$ cat config.mk
export PLATFORM = sky130hd
export DESIGN_NAME = uart_tx
export DESIGN_NICKNAME = d
export VERILOG_FILES = /design/src/rtl/uart_pkg.sv /design/src/rtl/uart_baud_gen.sv /design/src/rtl/uart_tx.sv
export SDC_FILE = /design/constraint.sdc
export NUM_CORES = 1
export LEC_CHECK = 0
export CAP_MARGIN = 20
export CORE_UTILIZATION = 56
export CTS_CLUSTER_DIAMETER = 150
export CTS_CLUSTER_SIZE = 28
export DETAILED_ROUTE_END_ITERATION = 6
export GPL_ROUTABILITY_DRIVEN = 0
export GPL_TIMING_DRIVEN = 1
export HOLD_SLACK_MARGIN = 0.15
export PLACE_DENSITY = 0.89
export SYNTH_ARGS = -nofsm -noshare
export SYNTH_HDL_FRONTEND = slang
export SYNTH_SLANG_ARGS = --single-unit
$ cat constraint.sdc
create_clock -name clk -period 2.6 [get_ports clk]
set_input_delay 0.39 -clock clk [delete_from_list [all_inputs] [get_ports clk]]
set_output_delay 0.39 -clock clk [all_outputs]
set_load 0.02 [all_outputs]
$ cat src/rtl/uart_pkg.sv
// Shared UART definitions: FSM state encoding and baud divisor helper,
// used by uart_tx and the future uart_rx.
package uart_pkg;

   typedef enum logic [2:0] {
      ST_IDLE   = 3'd0,
      ST_START  = 3'd1,
      ST_DATA   = 3'd2,
      ST_PARITY = 3'd3,
      ST_STOP   = 3'd4
   } uart_state_e;

   function automatic int unsigned calc_clks_per_bit(input int unsigned clk_freq,
                                                     input int unsigned baud_rate);
      return clk_freq / baud_rate;
   endfunction

endpackage

$ cat src/rtl/uart_baud_gen.sv
// Bit-period counter: counts 0..CLKS_PER_BIT-1 while enabled and pulses
// o_bit_tick on the last count; i_clear restarts the period.
module uart_baud_gen #(
   parameter int unsigned CLKS_PER_BIT = 4
) (
   input  logic clk,
   input  logic rst,
   input  logic i_clear,
   input  logic i_en,
   output logic o_bit_tick
);

   localparam int unsigned CNT_W = (CLKS_PER_BIT > 1) ? $clog2(CLKS_PER_BIT) : 1;
   localparam logic [CNT_W-1:0] LAST = CNT_W'(CLKS_PER_BIT - 1);

   logic [CNT_W-1:0] r_cnt;
   logic             w_last;

   assign w_last     = (r_cnt == LAST);
   assign o_bit_tick = i_en && w_last;

   always_ff @(posedge clk or negedge rst) begin
      if (!rst) begin
         r_cnt <= '0;
      end else if (i_clear) begin
         r_cnt <= '0;
      end else if (i_en) begin
         r_cnt <= w_last ? '0 : r_cnt + CNT_W'(1);
      end
   end

endmodule

$ cat src/rtl/uart_tx.sv
// 8N1/8N2 UART transmitter fed by the TX FIFO's valid/busy handshake.
// Define UART_TX_PARITY_EN to insert an even-parity bit after the data bits.
module uart_tx
   import uart_pkg::*;
#(
   parameter int unsigned CLK_FREQ  = 50_000_000,
   parameter int unsigned BAUD_RATE = 115200,
   parameter int unsigned STOP_BITS = 1
) (
   input  logic       clk,
   input  logic       rst,
   input  logic [7:0] data_in,
   input  logic       valid_in,
   output logic       busy,
   output logic       tx
);

   localparam int unsigned CLKS_PER_BIT = calc_clks_per_bit(CLK_FREQ, BAUD_RATE);
   localparam logic [2:0]  LAST_STOP    = 3'(STOP_BITS - 1);

   if (CLKS_PER_BIT < 2) begin : g_chk_cpb
      $error("uart_tx: CLKS_PER_BIT must be at least 2");
   end
   if (STOP_BITS != 1 && STOP_BITS != 2) begin : g_chk_stop
      $error("uart_tx: STOP_BITS must be 1 or 2");
   end

   uart_state_e r_state, w_state_nxt;
   logic [7:0]  r_shift, w_shift_nxt;
   logic [2:0]  r_bit_cnt, w_bit_nxt;
   logic        r_tx, w_tx_nxt;
   logic        r_busy, w_busy_nxt;
   logic        w_accept;
   logic        w_bit_tick;
`ifdef UART_TX_PARITY_EN
   logic        r_parity, w_parity_nxt;
`endif

   assign w_accept = (r_state == ST_IDLE) && valid_in && !r_busy;
   assign busy     = r_busy;
   assign tx       = r_tx;

   uart_baud_gen #(
      .CLKS_PER_BIT(CLKS_PER_BIT)
   ) u_baud_gen (
      .clk       (clk),
      .rst       (rst),
      .i_clear   (w_accept),
      .i_en      (r_state != ST_IDLE),
      .o_bit_tick(w_bit_tick)
   );

   // tx holds the value for the state being entered, so every pin change
   // is decided one cycle early and then registered.
   always_comb begin
      w_state_nxt = r_state;
      w_shift_nxt = r_shift;
      w_bit_nxt   = r_bit_cnt;
      w_tx_nxt    = r_tx;
      w_busy_nxt  = r_busy;
`ifdef UART_TX_PARITY_EN
      w_parity_nxt = r_parity;
`endif
      case (r_state)
         ST_IDLE: begin
            if (w_accept) begin
               w_state_nxt = ST_START;
               w_shift_nxt = data_in;
               w_bit_nxt   = '0;
               w_tx_nxt    = 1'b0;
               w_busy_nxt  = 1'b1;
`ifdef UART_TX_PARITY_EN
               w_parity_nxt = ^data_in;
`endif
            end
         end
         ST_START: begin
            if (w_bit_tick) begin
               w_state_nxt = ST_DATA;
               w_tx_nxt    = r_shift[0];
            end
         end
         ST_DATA: begin
            if (w_bit_tick) begin
               if (r_bit_cnt == 3'd7) begin
                  w_bit_nxt = '0;
`ifdef UART_TX_PARITY_EN
                  w_state_nxt = ST_PARITY;
                  w_tx_nxt    = r_parity;
`else
                  w_state_nxt = ST_STOP;
                  w_tx_nxt    = 1'b1;
`endif
               end else begin
                  w_shift_nxt = r_shift >> 1;
                  w_bit_nxt   = r_bit_cnt + 3'd1;
                  w_tx_nxt    = r_shift[1];
               end
            end
         end
         ST_PARITY: begin
`ifdef UART_TX_PARITY_EN
            if (w_bit_tick) begin
               w_state_nxt = ST_STOP;
               w_tx_nxt    = 1'b1;
            end
`else
            w_state_nxt = ST_IDLE;
            w_tx_nxt    = 1'b1;
            w_busy_nxt  = 1'b0;
`endif
         end
         ST_STOP: begin
            // bit counter is reused to count stop bits
            if (w_bit_tick) begin
               if (r_bit_cnt == LAST_STOP) begin
                  w_state_nxt = ST_IDLE;
                  w_bit_nxt   = '0;
                  w_tx_nxt    = 1'b1;
                  w_busy_nxt  = 1'b0;
               end else begin
                  w_bit_nxt = r_bit_cnt + 3'd1;
               end
            end
         end
         default: begin
            w_state_nxt = ST_IDLE;
            w_tx_nxt    = 1'b1;
            w_busy_nxt  = 1'b0;
         end
      endcase
   end

   always_ff @(posedge clk or negedge rst) begin
      if (!rst) begin
         r_state <= ST_IDLE;
      end else begin
         r_state <= w_state_nxt;
      end
   end

   always_ff @(posedge clk or negedge rst) begin
      if (!rst) begin
         r_shift   <= '0;
         r_bit_cnt <= '0;
         r_tx      <= 1'b1;
         r_busy    <= 1'b0;
`ifdef UART_TX_PARITY_EN
         r_parity  <= 1'b0;
`endif
      end else begin
         r_shift   <= w_shift_nxt;
         r_bit_cnt <= w_bit_nxt;
         r_tx      <= w_tx_nxt;
         r_busy    <= w_busy_nxt;
`ifdef UART_TX_PARITY_EN
         r_parity  <= w_parity_nxt;
`endif
      end
   end

endmodule

# Yosys cells after proc, flatten, opt, wreduce, memory -nomap -nowiden

Cells that the tools add are included.

Word-level logic and storage cells: 68
Bits in registers: 25
Bits of input ports: 11

Muxes and demuxes: 31
Bitwise gates (word level): 1
Add/sub/neg operators: 2
Reductions and logical operators: 16
Eq/ne operators: 12

Operators by type and width:

| kind                  | count |
|---|---|
| $mux W3               | 11 |
| $mux W9               | 3 |
| $mux W8               | 3 |
| $pmux W8 S2           | 1 |
| $pmux W3 S4           | 1 |
| $reduce_and A4 Y1     | 3 |
| $add A9 B1 Y9 const B | 1 |
| $eq A9 B9 Y1 const B  | 1 |
| $mux W1               | 9 |
| $pmux W3 S3           | 1 |
| $ne A2 B1 Y1 const B  | 4 |
| $eq A3 B3 Y1 const B  | 2 |
| $logic_not A3 Y1      | 2 |
| $ne A2 B2 Y1 const B  | 3 |
| $reduce_and A6 Y1     | 1 |
| $reduce_bool A3 Y1    | 2 |
| $reduce_and A5 Y1     | 1 |
| $pmux W1 S4           | 1 |
| $reduce_bool A2 Y1    | 2 |
| $add A3 B1 Y3 const B | 1 |
| $eq A3 B1 Y1 const B  | 1 |
| $eq A3 B2 Y1 const B  | 1 |
| $logic_and A1 B1 Y1   | 3 |
| $pmux W1 S3           | 1 |
| 3 further kinds       | 3 |

# Logic depth before layout (Yosys ltp)

Gate-level depths: netlist of the first run.

Depth in word-level cells: 5
Mapped depth: 7
Gate-level depth less buffers: 6

# Hierarchy

A second synthesis of the first run with hierarchy kept.

Cell total of the unflattened synthesis: 156
Area, all modules: 1491.4 µm²

Modules (own cells, without submodules):

| module        | area an instance (µm²) | cells an instance | instances | sequential area each (µm²) |
|---|---|---|---|---|
| uart_tx       | 975.9                  | 101               | 1         | 401.6 |
| uart_baud_gen | 515.5                  | 55                | 1         | 225.2 |

# Worst setup path before layout of the first run

Ideal clock, no wire load.

Kind: register to register
From: register u_baud_gen.r_cnt[3]
To: register r_shift[0]
Data required time: 2.475 ns
Path slack: 0.688 ns
Arrival time: 1.788 ns
Cell stages (with the launch flop): 6
Clock period less this slack: 1.912 ns
Buffers on the path: 1
Setup time: 0.125 ns
Cells stage by stage: dfrtp_1 -> or4b_4 -> nor4b_2 -> o21a_1 -> buf_6 -> mux2_2

Word-level cells in the longest chain between the ends: 4

RTL lines:

| element                            | line                | text |
|---|---|---|
| start, declared                    | uart_baud_gen.sv:16 | `logic [CNT_W-1:0] r_cnt;` |
| start signal, assigned             | uart_baud_gen.sv:28 | `r_cnt <= w_last ? '0 : r_cnt + CNT_W'(1);` |
| $eq A9 B9 Y1                       | uart_baud_gen.sv:19 | `assign w_last = (r_cnt == LAST);` |
| $logic_and A1 B1 Y1                | uart_baud_gen.sv:20 | `assign o_bit_tick = i_en && w_last;` |
| $ne A2 B1 Y1 (no source line)      | --                  |  |
| $reduce_and A4 Y1 (no source line) | --                  |  |
| end signal, assigned               | uart_tx.sv:152      | `r_shift <= w_shift_nxt;` |
| end, declared                      | uart_tx.sv:29       | `logic [7:0] r_shift, w_shift_nxt;` |

No other way between the ends.
A chain may end at the register's enable or synchronous reset.

# Final worst setup path of the first run

From: register r_state[1]
To: register r_bit_cnt[0]

Word-level cells in the longest chain between the ends: 5
Elaborated cells between the ends (all ways): 13

RTL lines:

| element                            | line                         | text |
|---|---|---|
| start, declared                    | uart_tx.sv:28                | `uart_state_e r_state, w_state_nxt;` |
| start signal, assigned             | uart_tx.sv:138               | `r_state <= w_state_nxt;` |
| $logic_not A3 Y1                   | uart_tx.sv:39, uart_tx.sv:64 |  |
| $logic_and A1 B1 Y1 (2 in a row)   | uart_tx.sv:39                | `assign w_accept = (r_state == ST_IDLE) && valid_in && !r_busy;` |
| $ne A2 B1 Y1 (no source line)      | --                           |  |
| $reduce_and A4 Y1 (no source line) | --                           |  |
| end signal, assigned               | uart_tx.sv:153               | `r_bit_cnt <= w_bit_nxt;` |
| end, declared                      | uart_tx.sv:30                | `logic [2:0] r_bit_cnt, w_bit_nxt;` |

Parallel ways exist; a longest one is shown, timed or not.

==> reports/metrics.cfg, run 1 <==
[critical_path]
worst-endpoint-arrival_ns=2.42
worst_setup_path_start_kind=flip-flop
timing.critical_path.fanout_max=15
worst_setup_path_end_kind=flip-flop
critical_path.top_delay_family=simple AND/OR/NAND/NOR gates
crit_buf_inv=0
timing.critical_path.slowest_cell_delay_ns=0.58
path_cells=nor3_2 -> nand2_1 -> a32oi_1 -> mux2_2
worstPathRequired_ns=2.81
crit_slowest_cell=dfrtp_1
timing_worst_setup_path_type=flip-flop to flip-flop

[die]
starting_density_pct=59.49
die_width_um=53.30
num_rows=18
floorplan.core_area_um2=2477
floorplan_die_area_um2=2841
io-pin-count=13
fp.dieH_um=53.30

[timing]
final.setup_skew_ns=0.01867
final-hold-violation-count=0
fin_setup_tns_ns=0
worst-slew-pin-transition_ns=0.6906
layout_worst_path_cycle_share_pct=84.88
slew_margin_rel_pct=53.76
setup_repair_after_global_routing_missed_its_margin=no
finalCriticalPeriod_ns=2.207
setup_violations=0
max_clock_freq_ghz=0.4531
timing_max_transition_violations_final=0

[grt]
gr-usage-met3_pct=4.598
grt-busiest-layer=met2
global_route.usage.met1_pct=28.60
first_global_vias=1079
grt_antenna_before_repair=0
gr-total-overflow=0
largest_net_degree_at_the_start_of_global_routing=26
grt_met2_usage_pct=39.79
global_route_wire_length_before_repair_um=4754
grt_util_overall_pct=23.00

[cts]
clk_pin_slew_ns=0.16
tritoncts.num_buffers=3
cts-root-buf=clkbuf_4
cts_setup_buffers=0
ctsResizeCount=0
cts_tree=done
cts.path.max_buffers=2
cts_htree_levels=1
clkSinkCount=25
post_cts_hold_buffer_count=0
clk-insertion-delay-late_ns=0.33

[placement]
dpl.cell_count=180
detailed_place_hpwl_um=2117
buffer_ports.inserted=12

[synth]
yosys.area.top_type_share_pct=40.75
netlist_instances=141
net_count_of_the_mapped_netlist=157
syn-mean-instance-area_um2=10.45
synth.yosys.seq_area_share_pct=42.53
synth_cell_types=42
post_synth_main_area_contributors=dfrtp_1 (41%), mux2_2 (15%), ha_1 (4.2%)
yosys_register_bits=25
post_synth_arst_share_pct=100.0
mappedNetlistArea_um2=1474
synth_edf_count=0
yosys_most_used_dff=dfrtp_1
synthesis.yosys.warnings=0
synth.largest_area_cell=dfrtp_1

[layout]
fillCellCount=192
flow.area_growth_from_synthesis_pct=11.46
multiInputGateArea_um2=794.5
final_cells=184
regArea_um2=626.9
fin_nets=171
inserted_diodes=0
layout-drive-gt1-share_pct=20.78

[pwr]
clockPowerShare_pct=18.6
power.sequential.fraction_pct=58.8
power_per_cell_area_nw_per_um2=595.8
switching_share_pct=33.06
cell_internal_power_dissipation_uw=655.2
vdd_ir_drop_max_mv=0.4249
power.static_leakage_nw=0.7017
power.total_uw=978.7
power.combinational.fraction_pct=22.5
power.net_switching_uw=323.5

[flow_run]
drv.max_cap_violation_count=0

[drt]
detail-route-antenna-nets=0
drc_errors=0
drtPass1Iterations=4
vias=1119
average_wire_per_standard_cell_um=15.79
dr.first_iter.drc_count=33
detail_route.vias_per_cell=6.082
routed_wirelength_um=2905

[min_path]
min_path_type=input port to asynchronous set/reset pin

[run_status]
status=complete, no violations

## metrics by stage
step	hold slack [ns]	worst slack (ns)	util, %	cell area [um2]
after CTS	0.3986	0.4067	66.31	1643
after detailed placement	0.4934	0.4372	65.10	1613
after global placement	0.4847	0.4839	65.10	1613
final	0.3901	0.3932	66.31	1643
after global routing	0.4188	0.2757	66.31	1643
after floorplan	0.09441	0.6875	-	1474
## power by group through the flow
| stage | combinational [mW] | clock, mW | sequential (mW) |
|---|---|---|---|
| floorplan | 0.149 | 0 | 0.561 |
| global placement | 0.206 | 0 | 0.575 |
| detailed placement | 0.223 | 0 | 0.582 |
| CTS | 0.223 | 0.185 | 0.574 |
| global route | 0.248 | 0.198 | 0.593 |
| finish | 0.221 | 0.182 | 0.576 |
## layer usage
layer | routed length [um] | vias up
met5 | 0 | -
met2 | 1450 | 41
li1 | - | 543
met1 | 1274 | 527
met3 | 123 | 8
met4 | 57 | 0
## cells in the final DEF (no fill, tap or decap), drive strengths merged, types with 2 or more instances in the layout
cell type      count
o21ai              9
nor4b              2
mux2              19
inv                5
o2bb2ai            2
xor2               2
nand3b             2
dfrtp             24
nor2b              2
nor2               7
nand2              9
a21oi              6
a21o               4
or3                2
clkbuf             3
nand3              5
clkdlybuf4s50     12
a22o               4
ha                 5
buf                2
nand2b             2
nor3               8
## state kept, by name, summed over array words and instances (netlist names)
register          count
r_shift               8
tx                    1
r_state               3
u_baud_gen.r_cnt      9
busy                  1
r_bit_cnt             3
## area by class of cell
type | count | share of cell area, %
Clock buffer | 3 | 1.371
Clock inverter | 1 | 0.4570
Inverter | 5 | 1.142
Multi-Input combinational cell | 106 | 48.36
Sequential cell | 25 | 38.16
Tap cell | 30 | 2.285
Timing Repair Buffer | 14 | 8.225
## logic make-up (layout without fill, tap and decap cells)
group,after synthesis,after routing,synth area share [%]
compound gates,33,33,14.86
xor+xnor,3,3,1.783
mux,20,20,15.20
simple gates,45,45,17.83
buf+inv,10,23,3.565
flops,25,25,42.53
fa+ha+maj,5,5,4.244
## path summary, 6_finish.rpt
kind | startpoint | to | slack, ns | cells past startpoint
min in group clk | r_shift[6] | r_shift[6] | 0.53 | 1
setup reg to reg | r_state[1] | r_bit_cnt[0] | 0.39 | 4
setup / recovery | r_state[1] | r_bit_cnt[0] | 0.39 | 4
max in group asynchronous | rst | tx | 1.90 | 2
hold reg to reg | r_shift[6] | r_shift[6] | 0.53 | 1
hold / removal | rst | u_baud_gen.r_cnt[3] | 0.39 | 2
## synthesized netlist by cell type (2+ instances only)
cell / n
or3_1: 2
buf_4: 2
a21oi_1: 6
nand2_1: 9
nor3_1: 7
a22o_1: 3
clkbuf_1: 2
xor2_1: 2
ha_1: 5
nor2_1: 7
dfrtp_1: 24
inv_1: 5
o21ai_0: 9
mux2_2: 19
nand3b_1: 2
o2bb2ai_1: 2
nand3_1: 5
nand2b_1: 2
a21o_1: 4
nor2b_1: 2
Power figures use the tool's default switching activity.
==> inputs of run 2 (changes only) <==
==> constraint.sdc (replaced) <==
create_clock -name clk -period 2.1 [get_ports clk]
set_input_delay 0.315 -clock clk [delete_from_list [all_inputs] [get_ports clk]]
set_output_delay 0.315 -clock clk [all_outputs]
set_load 0.02 [all_outputs]
==> reports/metrics.cfg, run 2 (same netlist as run 1, synthesis figures left out) <==
[timing]
finalCriticalPeriod_ns=1.979  ; -0.2276 ns
max_clock_freq_ghz=0.5052  ; +11%
final-hold-violation-count=0  ; unchanged
fin_worst_hold_slack_ns=0.3137  ; -0.07638 ns
slew_margin_rel_pct=64.74  ; +11 points
timing_max_transition_violations_final=0  ; unchanged
final.setup_skew_ns=0.007818  ; -0.01085 ns
setup_repair_after_global_routing_missed_its_margin=no
layout_worst_path_cycle_share_pct=94.25  ; +9.4 points
setup_violations=0  ; unchanged
fin_ws_ns=0.1207  ; -0.2724 ns
worst-slew-pin-transition_ns=0.5289  ; -0.1618 ns

[grt]
global_route_wire_length_before_repair_um=4885  ; +2.8%
gr-total-overflow=0  ; unchanged
grt_util_overall_pct=23.87  ; +0.87 points
first_global_vias=1088  ; +0.83%
largest_net_degree_at_the_start_of_global_routing=16  ; -38%
grt_antenna_before_repair=0  ; unchanged

[layout]
final_cells=195  ; +6.0%
layout-drive-gt1-share_pct=26.06  ; +5.3 points
flip_flop_count_of_the_largest_register_all_copies_and_words_added=9  ; unchanged
layout.cells.most_common_list=dfrtp_1 (24), mux2_2 (19), buf_4 (13)
largest_registers=u_baud_gen.r_cnt (9), r_shift (8)
flow.area_growth_from_synthesis_pct=16.89
fin_nets=182  ; +6.4%
layout.cells.most_common=dfrtp_1
largest-register=u_baud_gen.r_cnt
fillCellCount=193  ; +0.52%
inserted_diodes=0  ; unchanged

[drt]
detail-route-antenna-nets=0  ; unchanged
detail_route.vias_per_cell=5.954  ; -2.1%
vias=1161  ; +3.8%
average_wire_per_standard_cell_um=15.01  ; -4.9%
drc_errors=0  ; unchanged
dr.first_iter.drc_count=34  ; +3.0%
drtPass1Iterations=4  ; unchanged
routed_wirelength_um=2927  ; +0.76%

[min_path]
min_path_type=input port to asynchronous set/reset pin

[critical_path]
worst_setup_path_start_kind=flip-flop
cp-endpoint=r_shift[6]
rrSetupSlack_ns=0.12  ; -0.27 ns
crit-reg2reg-launch=u_baud_gen.r_cnt[3]
worst-endpoint-arrival_ns=2.19  ; -0.23 ns
timing.rr.end=r_shift[6]
worst_setup_path_end_kind=flip-flop
timing.critical_path.fanout_max=8  ; -7
timing_worst_setup_path_type=flip-flop to flip-flop
crit_slowest_cell=or4b_4
timing.reg2reg.worst_path_depth=4  ; unchanged
timing.critical_path.slowest_cell_delay_ns=0.57  ; about the same
critPathLaunch=u_baud_gen.r_cnt[3]
worstPathRequired_ns=2.31  ; -0.50 ns
path_cells=or4b_4 -> nor4b_2 -> o21a_2 -> mux2_2

[cts]
cts_htree_levels=1  ; unchanged
cts.path.max_buffers=2  ; unchanged
cts-root-buf=clkbuf_4
clk_pin_slew_ns=0.13  ; -0.03 ns
post_cts_hold_buffer_count=0  ; unchanged
tritoncts.num_buffers=3  ; unchanged
cts_tree=done
clk-insertion-delay-late_ns=0.31  ; -0.02 ns
clkSinkCount=25  ; unchanged

[die]
io-pin-count=13  ; unchanged
floorplan_die_area_um2=2841  ; unchanged
floorplan.core_area_um2=2477  ; unchanged
starting_density_pct=59.49  ; unchanged
fp.dieH_um=53.30  ; unchanged
die_width_um=53.30  ; unchanged
num_rows=18  ; unchanged

[pwr]
power_per_cell_area_nw_per_um2=721.3  ; +21%
vdd_ir_drop_max_mv=0.5018  ; +18%
power.static_leakage_nw=0.7587  ; +8.1%

[placement]
post_place_setup_slack_ns=-0.01724  ; -0.4544 ns
detailed_place_hpwl_um=2327  ; +9.9%
buffer_ports.inserted=12  ; unchanged
dpl.cell_count=191  ; +6.1%

[flow_run]
drv.max_cap_violation_count=0  ; unchanged

[run_status]
status=complete, no violations

==> run 2: cell types whose count changed in the layout (fill, tap and decap cells not counted), sizes merged <==
cell | previous run | this run
buf | 2 | 13
clkbuf | 3 | 4
clkinvlp | 1 | 0
==> run 2: worst min path at each step <==
stage,start,endpoint
after floorplan,rst,busy
final,rst,u_baud_gen.r_cnt[2]
after global routing,rst,r_state[1]
after global placement,r_shift[2],r_shift[2]
after CTS,rst,u_baud_gen.r_cnt[2]
after detailed placement,r_shift[5],r_shift[5]
==> run 2: routing by layer <==
layer / global-route usage [%] / wire, um
met5: 0 / 0
met4: 10.53 / 29
met3: 4.310 / 107
met2: 37.92 / 1486
met1: 31.24 / 1304
==> run 2: where the power goes <==
part	total [mW]	switching [mW]	internal, mW
clock	0.212	0.138	0.0742
combinational	0.351	0.161	0.190
sequential	0.680	0.0946	0.585
total	1.24	0.393	0.849
==> run 2: critical path, delay by kind of cell, from the launching register on <==
kind,cells,cell delay (ns)
AOI/OAI and AO/OA,1,0.27
DFF,1,0.40
muxes,1,0.36
and+or+nand+nor,2,0.84
==> run 2: cell type report <==
type                    count  area, um2  area share, %
inverters                   5      18.77          1.089
repair buffers             25      217.7          12.64
multi-input cells         106      795.8          46.19
well taps                  30      37.54          2.179
flip-flops and latches     25      626.9          36.38
clock buffers               4      26.28          1.525
==> run 2: timing repair <==
action                     4_1_cts  5_1_grt
setup buffers                    0        0
resized for setup                0        1
setup endpoints to repair        0        8
==> run 2: stage by stage <==
stage	power, mW	TNS [ns]	util [%]	instance area (um2)
final	1.243	0	69.55	1723
after global routing	1.325	0	69.55	1723
after CTS	1.248	0	69.49	1722
after detailed placement	1.039	-0.06569	68.43	1695
after global placement	1.009	0	68.43	1695
after floorplan	0.8800	0	-	1474
